### src/rtl/lpddr2_bridge_pkg.sv
// Shared types and constants for the LPDDR2 Avalon-MM bridge.
// Holds the FSM state encoding and default sizing.
package lpddr2_bridge_pkg;

    localparam int BRIDGE_ADDR_W  = 27;
    localparam int BRIDGE_DATA_W  = 32;
    localparam int BRIDGE_TIMEOUT = 1023;

    localparam logic [31:0] BRIDGE_TIMEOUT_DATA = 32'hDEADBEEF;

    typedef enum logic [2:0] {
        IDLE    = 3'd0,
        RD_CMD  = 3'd1,
        RD_DATA = 3'd2,
        WR_CMD  = 3'd3,
        ACK     = 3'd4,
        RELEASE = 3'd5
    } bridge_state_t;

endpackage

### src/rtl/bridge_timeout.sv
// Saturating wait-state counter for the LPDDR2 bridge.
// expired_o is high once the count has reached TIMEOUT.
module bridge_timeout
    import lpddr2_bridge_pkg::*;
#(
    parameter int TIMEOUT = BRIDGE_TIMEOUT
) (
    input  logic clk,
    input  logic rst,
    input  logic clear_i,
    input  logic enable_i,
    output logic expired_o
);

    localparam int CW = (TIMEOUT < 1) ? 1 : $clog2(TIMEOUT + 1);
    localparam logic [CW-1:0] LIMIT = CW'(TIMEOUT);

    logic [CW-1:0] cnt_q;
    logic [CW-1:0] cnt_d;

    // Next count: clear wins, otherwise count up and hold at LIMIT.
    always_comb begin
        cnt_d = cnt_q;
        if (clear_i) begin
            cnt_d = '0;
        end else if (enable_i && (cnt_q != LIMIT)) begin
            cnt_d = cnt_q + 1'b1;
        end
    end

    // Count register.
    always_ff @(posedge clk or posedge rst) begin
        if (rst) begin
            cnt_q <= '0;
        end else begin
            cnt_q <= cnt_d;
        end
    end

    assign expired_o = (cnt_q == LIMIT);

endmodule

### src/rtl/lpddr2_avalon_bridge.sv
// CPU level-request port to LPDDR2 controller Avalon-MM bridge.
// One transaction per request assertion, bounded by a timeout.
module lpddr2_avalon_bridge
    import lpddr2_bridge_pkg::*;
#(
    parameter int ADDR_W  = BRIDGE_ADDR_W,
    parameter int DATA_W  = BRIDGE_DATA_W,
    parameter int TIMEOUT = BRIDGE_TIMEOUT
) (
    input  logic                clk,
    input  logic                rst,
    input  logic [ADDR_W-1:0]   cpu_address,
    input  logic [DATA_W-1:0]   cpu_write_data,
    input  logic                cpu_rreq,
    input  logic                cpu_wreq,
    output logic [DATA_W-1:0]   cpu_read_data,
    output logic                cpu_ack,
    output logic                cpu_busy,
    output logic                cpu_error,
    input  logic                ctl_init_done,
    output logic [ADDR_W-1:0]   avm_address,
    output logic                avm_read,
    output logic                avm_write,
    output logic [DATA_W-1:0]   avm_writedata,
    output logic [DATA_W/8-1:0] avm_byteenable,
    output logic                avm_burstcount,
    input  logic                avm_waitrequest,
    input  logic [DATA_W-1:0]   avm_readdata,
    input  logic                avm_readdatavalid
);

    localparam logic [DATA_W-1:0] TO_DATA = DATA_W'(BRIDGE_TIMEOUT_DATA);

    bridge_state_t     state_q, state_d;
    logic [ADDR_W-1:0] addr_q, addr_d;
    logic [DATA_W-1:0] wdata_q, wdata_d;
    logic [DATA_W-1:0] rdata_q, rdata_d;
    logic              err_q, err_d;
    logic              to_clear, to_enable, to_expired;

    assign to_clear  = (state_d != state_q);
    assign to_enable = (state_q == RD_CMD) ||
                       (state_q == WR_CMD) ||
                       (state_q == RD_DATA);

    bridge_timeout #(
        .TIMEOUT (TIMEOUT)
    ) u_timeout (
        .clk       (clk),
        .rst       (rst),
        .clear_i   (to_clear),
        .enable_i  (to_enable),
        .expired_o (to_expired)
    );

    // Next-state and datapath updates; a timeout aborts to ACK.
    always_comb begin
        state_d = state_q;
        addr_d  = addr_q;
        wdata_d = wdata_q;
        rdata_d = rdata_q;
        err_d   = err_q;
        unique case (state_q)
            IDLE: begin
                if (ctl_init_done) begin
                    if (cpu_wreq) begin
                        addr_d  = cpu_address;
                        wdata_d = cpu_write_data;
                        state_d = WR_CMD;
                    end else if (cpu_rreq) begin
                        addr_d  = cpu_address;
                        state_d = RD_CMD;
                    end
                end
            end
            RD_CMD: begin
                if (!avm_waitrequest) begin
                    state_d = RD_DATA;
                end else if (to_expired) begin
                    rdata_d = TO_DATA;
                    err_d   = 1'b1;
                    state_d = ACK;
                end
            end
            WR_CMD: begin
                if (!avm_waitrequest) begin
                    state_d = ACK;
                end else if (to_expired) begin
                    err_d   = 1'b1;
                    state_d = ACK;
                end
            end
            RD_DATA: begin
                if (avm_readdatavalid) begin
                    rdata_d = avm_readdata;
                    state_d = ACK;
                end else if (to_expired) begin
                    rdata_d = TO_DATA;
                    err_d   = 1'b1;
                    state_d = ACK;
                end
            end
            ACK: begin
                state_d = RELEASE;
            end
            RELEASE: begin
                if (!cpu_rreq && !cpu_wreq) begin
                    state_d = IDLE;
                end
            end
            default: begin
                state_d = IDLE;
            end
        endcase
    end

    // State, command and response registers.
    always_ff @(posedge clk or posedge rst) begin
        if (rst) begin
            state_q <= IDLE;
            addr_q  <= '0;
            wdata_q <= '0;
            rdata_q <= '0;
            err_q   <= 1'b0;
        end else begin
            state_q <= state_d;
            addr_q  <= addr_d;
            wdata_q <= wdata_d;
            rdata_q <= rdata_d;
            err_q   <= err_d;
        end
    end

    assign avm_read       = (state_q == RD_CMD);
    assign avm_write      = (state_q == WR_CMD);
    assign avm_address    = addr_q;
    assign avm_writedata  = wdata_q;
    assign avm_byteenable = '1;
    assign avm_burstcount = 1'b1;

    assign cpu_ack       = (state_q == ACK);
    assign cpu_busy      = (state_q != IDLE);
    assign cpu_error     = err_q;
    assign cpu_read_data = rdata_q;

endmodule
### config.mk
export PLATFORM = sky130hd
export DESIGN_NAME = lpddr2_avalon_bridge
export DESIGN_NICKNAME = d
export VERILOG_FILES = /design/src/rtl/lpddr2_bridge_pkg.sv /design/src/rtl/bridge_timeout.sv /design/src/rtl/lpddr2_avalon_bridge.sv
export SDC_FILE = /design/constraint.sdc
export NUM_CORES = 1
export LEC_CHECK = 0
export ABC_AREA = 1
export CAP_MARGIN = 20
export CORE_MARGIN = 5
export CORE_UTILIZATION = 46
export CTS_CLUSTER_DIAMETER = 50
export DETAILED_ROUTE_END_ITERATION = 10
export PLACE_DENSITY = 0.95
export RECOVER_POWER = 25
export SYNTH_ARGS = -nofsm -noshare
export SYNTH_HDL_FRONTEND = slang
export SYNTH_SLANG_ARGS = --single-unit
export TNS_END_PERCENT = 5
### constraint.sdc
create_clock -name clk -period 8.1 [get_ports clk]
set_clock_uncertainty 0.2 [all_clocks]
set_input_delay 1.62 -clock clk [delete_from_list [all_inputs] [get_ports clk]]
set_output_delay 1.62 -clock clk [all_outputs]
set_load 0.005 [all_outputs]
==> impl_metrics.json <==
{
  "outcome": "finished, violations left",
  "violations": "max-capacitance violations, max-slew violations",
  "grt_pass1_vias": 4047,
  "syn_area_per_cell_um2": 10.09,
  "io_pins": 199,
  "cts_root_buf": "clkbuf_8",
  "cp_common_cell": "inv_1",
  "synth_compound_area_frac": 0.06550,
  "rows": 36,
  "cp.depth": 7,
  "regToRegStartpoint": "state_q[0]",
  "drt_first_pass_iters": 5,
  "critical_path.endpoint_type": "register",
  "synth-xor-area-share": 0.001887,
  "synth_top_family_by_area": "simple AND/OR/NAND/NOR gates",
  "yosysWarnings": 0,
  "routed_wl_um": 12370,
  "fmax_mhz": 199.4,
  "hp-class": "register to register",
  "rr_worst_depth": 7,
  "via_per_inst": 4.837,
  "path_class": "primary input to register",
  "cts_resized": 0,
  "h-tree-depth": 3,
  "cts_max_path_buffers": 2,
  "fin_ws_ns": 3.085,
  "cp-start-kind": "primary input",
  "finalNetCount": 749,
  "grt_max_degree": 60,
  "whs_ns": 0.2771,
  "r2r-end": "cpu_read_data[3]",
  "slowest_delay_ns": 1.18,
  "post-cts-setup-buffer-count": 0,
  "place_ws_ns": 4.073,
  "overflow": 0,
  "drt_iter0_markers": 194,
  "final_cell_mix": "191 x clkdlybuf4s50_1, 136 x nand2_1, 105 x dfrtp_1, 50 x nor2_1, 31 x mux2_2",
  "tightest_slew_ns": 2.023,
  "coreArea_mm2": 0.009819,
  "finalCritPeriodShare": 0.6192,
  "vdd_drop_max_v": 0.0001846,
  "grt_use_total": 0.2028,
  "synth-simple-area-share": 0.2089,
  "clk_pin_slew_ns": 0.09,
  "synth_cell_types": 35,
  "drive_gt1_frac": 0.1177,
  "worstPathRequired_ns": 8.20,
  "crit_chain": "dlygate4sd3_1 -> inv_1 -> nor2_1 -> clkinvlp_2 -> nand2_1 -> o21bai_1 -> inv_1",
  "yosysSeqAreaShare": 0.5660,
  "total_power_uw": 2310,
  "path_buf_inv": 4,
  "die_h_um": 110.5,
  "drc": 0,
  "dieArea_mm2": 0.01220,
  "numCtsBuffers": 9,
  "tritoncts": "built",
  "arrival_ns": 5.11,
  "die_w_um": 110.5,
  "postPlaceCellArea_mm2": 0.006586,
  "drv_cap": 1,
  "area_growth_pct": 46.01,
  "portBuffers": 193,
  "cellLeakagePower_uw": 0.003093,
  "finalHoldViolCount": 0,
  "setup_violations": 0,
  "antenna_found_initial": 0,
  "muxShareOfSynthArea": 0.07763,
  "cp_max_fo": 34,
  "cts.sinks": 105,
  "synth_seq_cells": 105,
  "final_common_cell": "clkdlybuf4s50_1",
  "slew_headroom": -0.3562,
  "insertion_delay_ns": 0.37,
  "wl_per_cell_um": 15.71,
  "regToRegSetupSlack_ns": 4.11,
  "hold_buffers": 0,
  "startpoint": "avm_readdatavalid",
  "place_congestion": 0.8302,
  "ant_nets": 0,
  "critPathTopFamily": "buffers and inverters",
  "grt_setup_unrepaired": "false",
  "critPathSlowestCell": "nand2_1",
  "grt_pass1_wl_um": 20070,
  "diodes": 0,
  "endpoint": "cpu_read_data[3]",
  "power_density_mw_per_mm2": 340.8,
  "syn_inst": 460,
  "dp_hpwl_um": 9366,
  "finalCriticalPeriod_ns": 5.015,
  "vias": 3807,
  "synthAdderAreaFrac": 0.002695,
  "setup_tns_ns": 0,
  "syn-cell-area_mm2": 0.004642,
  "slew_viol_final": 48,
  "postLayoutCellArea_mm2": 0.006778,
  "start_util": 0.4727
}
[flip-flops by register name (all words and copies together) (netlist names)]
name             cells
cpu_read_data       32
avm_address         27
state_q              3
u_timeout.cnt_q     10
cpu_error            1
avm_writedata       32
[cell families (layout without fill, tap and decap cells)]
logic type,Yosys count,in the layout
buffers and inverters,65,255
DFF,105,105
other,1,5
xor gates and xnor gates,1,1
adders and majority gates,1,1
AOI/OAI and AO/OA,36,36
and+or+nand+nor,219,219
muxes,32,32
[metrics by stage]
step | instances | util
final | 787 | 0.6902
after global placement | 771 | 0.6707
after detailed placement | 771 | 0.6707
after floorplan | 464 | -
after global routing | 787 | 0.6902
after CTS | 786 | 0.6925
[synthesized netlist by cell type (all sizes together)]
cell type / instances / area share
conb: 1 / 0.00081
nor3b: 1 / 0.0016
o21bai: 28 / 0.053
o211ai: 1 / 0.0016
dfrtp: 105 / 0.57
o21ai: 4 / 0.0067
a21o: 1 / 0.0016
buf: 20 / 0.039
nor2: 54 / 0.053
xor2: 1 / 0.0019
inv: 45 / 0.037
ha: 1 / 0.0027
nand2: 141 / 0.12
mux2: 32 / 0.078
nand4: 2 / 0.0059
nand3: 21 / 0.026
a21oi: 2 / 0.0022
[layout make-up]
class | count | area, um^2
inverters | 45 | 173.9
fillers | 714 | 3042
multi-input cells | 294 | 1642
clock inverters | 5 | 86.33
flip-flops and latches | 105 | 2628
well taps | 133 | 166.4
clock buffers | 10 | 127.6
repair buffers | 195 | 1954
[worst min-delay path by stage]
stage / cells after the start / slack, ns / from / end
floorplan: 1 / 0.25 / cpu_error / cpu_error
global placement: 2 / 0.25 / avm_address[18] / avm_address[18]
CTS: 1 / 0.28 / cpu_error / cpu_error
global route: 2 / 0.31 / avm_address[20] / avm_address[20]
finish: 1 / 0.28 / cpu_error / cpu_error
detailed placement: 1 / 0.25 / cpu_error / cpu_error
[worst reg2reg max path, delay by kind of cell (launching register included)]
| kind | cells | cell delay (ns) |
|---|---|---|
| flip-flops | 1 | 0.46 |
| AO/OA/AOI/OAI | 1 | 0.14 |
| buffers and inverters | 2 | 1.16 |
| AND/OR/NAND/NOR | 4 | 1.96 |
[power breakdown]
part	total [uW]	switching (uW)	internal [uW]	leakage [uW]
registers	900	143	757	0.00128
clock network	354	179	175	0.000107
logic	1060	433	622	0.00171
total	2310	755	1550	0.00309
[routing by layer]
layer / share of wire / vias up / track usage / routed length [um]
li1: - / 1799 / - / -
met1: 0.37 / 1826 / 0.2214 / 4524
met2: 0.52 / 152 / 0.3572 / 6486
met3: 0.079 / 30 / 0.06893 / 972
met4: 0.031 / 0 / 0.08703 / 381
met5: 0 / - / 0 / 0
(Power assumes the default switching activity.)
